File: src/rtl/uart_image_loader.sv
// uart_image_loader: writes UART bytes to consecutive DRAM addresses and flags done at image end.
// Optional feature macro LOADER_CHECKSUM_EN adds a mod-2^16 checksum of the bytes written.
module uart_image_loader #(
   parameter int ADDR_W    = 17,
   parameter int IMG_BYTES = 65536,
   parameter int BASE_ADDR = 0
) (
   input  logic              clk,
   input  logic              rst,
   input  logic              start,
   input  logic              rx_ready,
   input  logic [7:0]        rx_data,
   output logic              rx_ready_clr,
   output logic              dram_we,
   output logic [ADDR_W-1:0] dram_addr,
   output logic [7:0]        dram_din,
   output logic              busy,
   output logic              done,
   output logic [ADDR_W:0]   byte_count,
`ifdef LOADER_CHECKSUM_EN
   output logic [15:0]       checksum,
`endif
   output logic [2:0]        state_dbg
);

   localparam logic [2:0] IDLE    = 3'd0;
   localparam logic [2:0] WAIT_RX = 3'd1;
   localparam logic [2:0] WRITE   = 3'd2;
   localparam logic [2:0] DRAIN   = 3'd3;
   localparam logic [2:0] DONE    = 3'd4;

   localparam logic [ADDR_W-1:0] BASE    = ADDR_W'(BASE_ADDR);
   localparam logic [ADDR_W:0]   IMG_CNT = (ADDR_W+1)'(IMG_BYTES);

   logic [2:0]        state_q, state_d;
   logic              rx_ready_clr_q, rx_ready_clr_d;
   logic              dram_we_q, dram_we_d;
   logic [ADDR_W-1:0] dram_addr_q, dram_addr_d;
   logic [7:0]        dram_din_q, dram_din_d;
   logic              busy_q, busy_d;
   logic              done_q, done_d;
   logic [ADDR_W:0]   byte_count_q, byte_count_d;
`ifdef LOADER_CHECKSUM_EN
   logic [15:0]       checksum_q, checksum_d;
`endif

   always_comb begin
      state_d        = state_q;
      rx_ready_clr_d = 1'b0;
      dram_we_d      = 1'b0;
      dram_addr_d    = dram_addr_q;
      dram_din_d     = dram_din_q;
      busy_d         = busy_q;
      done_d         = done_q;
      byte_count_d   = byte_count_q;
`ifdef LOADER_CHECKSUM_EN
      checksum_d     = checksum_q;
`endif
      case (state_q)
         IDLE, DONE: begin
            if (start) begin
               byte_count_d = '0;
               dram_addr_d  = BASE;
               busy_d       = 1'b1;
               done_d       = 1'b0;
`ifdef LOADER_CHECKSUM_EN
               checksum_d   = 16'h0000;
`endif
               state_d      = WAIT_RX;
            end
         end
         WAIT_RX: begin
            // Write strobe and UART clear are registered, so both are high exactly while in WRITE.
            if (rx_ready) begin
               dram_din_d     = rx_data;
               dram_we_d      = 1'b1;
               rx_ready_clr_d = 1'b1;
               state_d        = WRITE;
            end
         end
         WRITE: begin
            byte_count_d = byte_count_q + 1'b1;
`ifdef LOADER_CHECKSUM_EN
            checksum_d   = checksum_q + {8'h00, dram_din_q};
`endif
            state_d      = DRAIN;
         end
         DRAIN: begin
            // Wait for the UART to drop ready so the same byte is never consumed twice.
            if (!rx_ready) begin
               if (byte_count_q == IMG_CNT) begin
                  busy_d  = 1'b0;
                  done_d  = 1'b1;
                  state_d = DONE;
               end else begin
                  dram_addr_d = dram_addr_q + 1'b1;
                  state_d     = WAIT_RX;
               end
            end
         end
         default: state_d = IDLE;
      endcase
   end

   always_ff @(posedge clk or posedge rst) begin
      if (rst) begin
         state_q        <= IDLE;
         rx_ready_clr_q <= 1'b0;
         dram_we_q      <= 1'b0;
         dram_addr_q    <= BASE;
         dram_din_q     <= 8'h00;
         busy_q         <= 1'b0;
         done_q         <= 1'b0;
         byte_count_q   <= '0;
`ifdef LOADER_CHECKSUM_EN
         checksum_q     <= 16'h0000;
`endif
      end else begin
         state_q        <= state_d;
         rx_ready_clr_q <= rx_ready_clr_d;
         dram_we_q      <= dram_we_d;
         dram_addr_q    <= dram_addr_d;
         dram_din_q     <= dram_din_d;
         busy_q         <= busy_d;
         done_q         <= done_d;
         byte_count_q   <= byte_count_d;
`ifdef LOADER_CHECKSUM_EN
         checksum_q     <= checksum_d;
`endif
      end
   end

   assign rx_ready_clr = rx_ready_clr_q;
   assign dram_we      = dram_we_q;
   assign dram_addr    = dram_addr_q;
   assign dram_din     = dram_din_q;
   assign busy         = busy_q;
   assign done         = done_q;
   assign byte_count   = byte_count_q;
`ifdef LOADER_CHECKSUM_EN
   assign checksum     = checksum_q;
`endif
   assign state_dbg    = state_q;

endmodule

File: config.mk
export PLATFORM = sky130hd
export DESIGN_NAME = uart_image_loader
export DESIGN_NICKNAME = d
export VERILOG_FILES = /design/src/rtl/uart_image_loader.sv
export SDC_FILE = /design/constraint.sdc
export NUM_CORES = 1
export LEC_CHECK = 0
export CAP_MARGIN = 20
export CELL_PAD_IN_SITES_DETAIL_PLACEMENT = 2
export CELL_PAD_IN_SITES_GLOBAL_PLACEMENT = 2
export CORE_ASPECT_RATIO = 1.5
export CORE_MARGIN = 2
export CORE_UTILIZATION = 27
export DETAILED_ROUTE_END_ITERATION = 16
export GPL_TIMING_DRIVEN = 0
export PLACE_DENSITY = 0.85
export SKIP_CTS_REPAIR_TIMING = 1
export SLEW_MARGIN = 5
export SYNTH_ARGS = -nofsm -noshare
export SYNTH_HDL_FRONTEND = slang
export SYNTH_SLANG_ARGS = --single-unit
export TNS_END_PERCENT = 5
File: constraint.sdc
create_clock -name clk -period 1.8 [get_ports clk]
set_input_delay 0.54 -clock clk [delete_from_list [all_inputs] [get_ports clk]]
set_output_delay 0.54 -clock clk [all_outputs]
set_load 0.05 [all_outputs]
==> metrics.md <==
| Metric | Value |
|---|---|
| Drt drc | 0 |
| Clock Latency Late Sink | 0.29 ns |
| Core area | between 0.008 and 0.009 mm^2 |
| Number of buffers created by CTS | 5 |
| Synth Cell Area | between 0.002 and 0.0025 mm^2 |
| ANT cells | 0 |
| Data arrival, critical path | approximately 2.2 ns |
| GRT overflow | 0 |
| Final instance area | 0.00387 mm^2 |
| DRT Pass-1 Iters | 3 |
| Synth top cells by count | dfrtp_1 (49), o21ai_0 (28), nand2_1 (26) |
| Largest net degree at the start of global routing | 30 |
| Placed Area | between 0.003 and 0.004 mm^2 |
| Worst Path Max Fanout | 10 |
| Failing checks | setup timing |
| Crit end category | register |
| Post-detail-place hpwl | 5600 um |
| Final Cycle Share | 112% |
| Worst slew pin tran | ~0.54 ns |
| DRT iter0 DRCs | 77 |
| First-pass GRT wire length | 12900 um |
| Library cells used by synthesis | 39 |
| Pins Over Slew Limit | 0 |
| Vias | 2335 |
| CTS sink count | between 40 and 50 |
| Hold crit path type | register to register |
| Port bufs | 61 |
| Routed WL | 8520 um |
| FF+latch count, synth | 49 |
| F_max | 497 MHz |
| Critical path buffer and inverter count | 3 |
| Startpoint types | register |
| Filler instances | 941 |
| Critical path depth | 8 |
| Die width | 81.7 um |
| Crit Path Category | register to register |
| Reg2reg path depth | 8 |
| Pwr/cell area | 1460 mW/mm^2 |
| Routed Antenna Nets | 0 |
| Place WS | -0.636 ns |
| Initial core utilization | ~28% |
| CTS max path bufs | 2 |
| Routed len/inst | 19.2 um |
| I/O pin count | 62 |
| Reg-to-reg setup timing slack | -0.21 ns |
| Hold depth | 1 |
| Clock transition at path regs | around 0.07 ns |
| Leak Pwr | between 0.002 and 0.0025 uW |
| Post-synth top area share | between 50% and 60% |
| Crit-path max cell delay | ~0.45 ns |
| H-tree depth | 2 |
| Most used cell, CP | buf_6 |
| Area grow syn2layout | 58.6% |
| Synth top area cells | dfrtp_1 (50%), o21ai_0 (5.7%), nand2_1 (4.0%) |
| Slew headroom | 64.2% |
| RSZ-0062 raised after global routing | yes |
| TritonCTS clock tree | built |
| Crit-path cells | buf_6 -> nor4_4 -> nand3b_1 -> o31ai_4 -> buf_6 -> buf_8 -> nor2_1 -> nor3_1 |
| Height of the die | ~120 um |
| Die area | between 0.009 and 0.01 mm^2 |
| Final setup fails | 16 |
| Final Hold Fails | 0 |
| Final net count | roughly 350 |
| Post-synthesis sequential area ratio | between 50% and 60% |
| Vias in the first global route | between 2000 and 3000 |
| Gate Count Post-Synth | approximately 250 |
| Status | finished with violations |
| Worst setup margin | -0.212 ns |
| GRT Overall Usage | between 10% and 20% |
| Vias/cell | around 5.3 |
| Largest delay contributor family on the critical path | simple AND/OR/NAND/NOR gates |
| Synth area leader | dfrtp_1 |
| Placer Congestion | 0.746 |
| Synthesis Warnings | 0 |
| Minimum clock period | between 2 and 2.5 ns |
| Avg Inst Size Synth | between 9 and 10 um^2 |
| Max-cap violations | 0 |
| Root Driver | clkbuf_16 |
| Cell row count | 42 |
| Total Power | roughly 5600 uW |
| Antenna violations before repair | 0 |
| Count leader, synth | dfrtp_1 |
| Prevailing post-synth register cell | dfrtp_1 |
| Clk_skew | roughly 0.0036 ns |
| WP data required | slightly below 2 ns |
| Async set-reset flop share out of synthesis | 100% |
| Syn nets | between 200 and 300 |
| Worst vdd ir | approximately 0.66 mV |
| Slowest cell on crit path | dfrtp_2 |
| Layout cells sized above 1 | a little over a quarter |
| Core Util, Final | a little over two fifths |
| Post-synth EDFFs | 0 |
==> registers in the layout, indices dropped and copies added, names as in the netlist <==
name and cells:
dram_din 8, busy 1, byte_count 18, dram_we 1, done 1, dram_addr 17
state_dbg 3
==> layer usage <==
metal	track usage [%]	routed length (um)	up-vias
li1	-	-	1083
met5	0	0	-
met3	2.54	247	12
met1	19.0	3160	1195
met2	31.3	5000	45
met4	4.69	113	0
==> path summary, 6_finish.rpt <==
kind / start / end
worst max-delay path: byte_count[3] / dram_addr[10]
worst min-delay path: dram_din[4] / dram_din[4]
worst max register to register: byte_count[3] / dram_addr[10]
worst min register to register: dram_din[4] / dram_din[4]
max in group asynchronous: rst / dram_addr[7]
min in group asynchronous: rst / dram_we
==> final cells by class <==
type	count	area [um^2]	share of cell area, %
Inverter	5	18.8	0.484
Sequential cell	49	1250	32.2
Buffer	9	77.6	2.00
Clock inverter	3	65.1	1.68
Tap cell	110	138	3.55
Timing Repair Buffer	80	903	23.3
Clock buffer	5	125	3.23
Multi-Input combinational cell	183	1300	33.5
==> report_power, final <==
| part | switching, uW | internal [uW] |
|---|---|---|
| Combinational | 1790 | 1030 |
| Sequential | 242 | 1350 |
| Clock | 431 | 795 |
| Total | 2460 | 3180 |
==> per-stage QoR <==
step           cells  hold slack, ns  TNS, ns
2_1_floorplan    246           0.657   -0.568
4_1_cts          426           0.510   -22.86
6_report         444           0.503    -1.60
5_1_grt          444           0.529    -4.57
3_5_place_dp     418           0.498   -17.07
3_3_place_gp     417           0.462   -70.57
==> layout by cell type, fill, tap and decap left out, types with 4 or more instances in the layout <==
cell type        instances
a21oi_1                  6
a31oi_1                  6
buf_4                   18
buf_6                    5
clkbuf_16                5
clkdlybuf4s50_1          9
dfrtp_1                 31
dfrtp_2                 18
dlymetal6s2s_1          50
inv_1                    4
mux2_2                   8
mux2i_1                  8
nand2_1                 26
nand3_1                 17
nand4_1                  8
nor2_1                  18
o21ai_0                 13
o21ai_1                 11
o31ai_1                  8
==> worst register-to-register path: stages, from the launching register on <==
cell	delay, ns
dfrtp_2	0.45
buf_6	0.13
nor4_4	0.23
nand3b_1	0.24
o31ai_4	0.30
buf_6	0.17
buf_8	0.14
nor2_1	0.07
nor3_1	0.18
==> kinds of logic (layout without fill, tap and decap cells) <==
logic type | Yosys count | in the layout | synth area share [%]
multiplexers | 16 | 16 | 6.97
AO/OA/AOI/OAI | 64 | 64 | 16.8
flip-flops | 49 | 49 | 50.2
adder cells (fa/ha/maj) | 3 | 3 | 1.54
buffers and inverters | 14 | 102 | 3.18
AND/OR/NAND/NOR | 100 | 100 | 21.4
(Power assumes the default switching activity.)
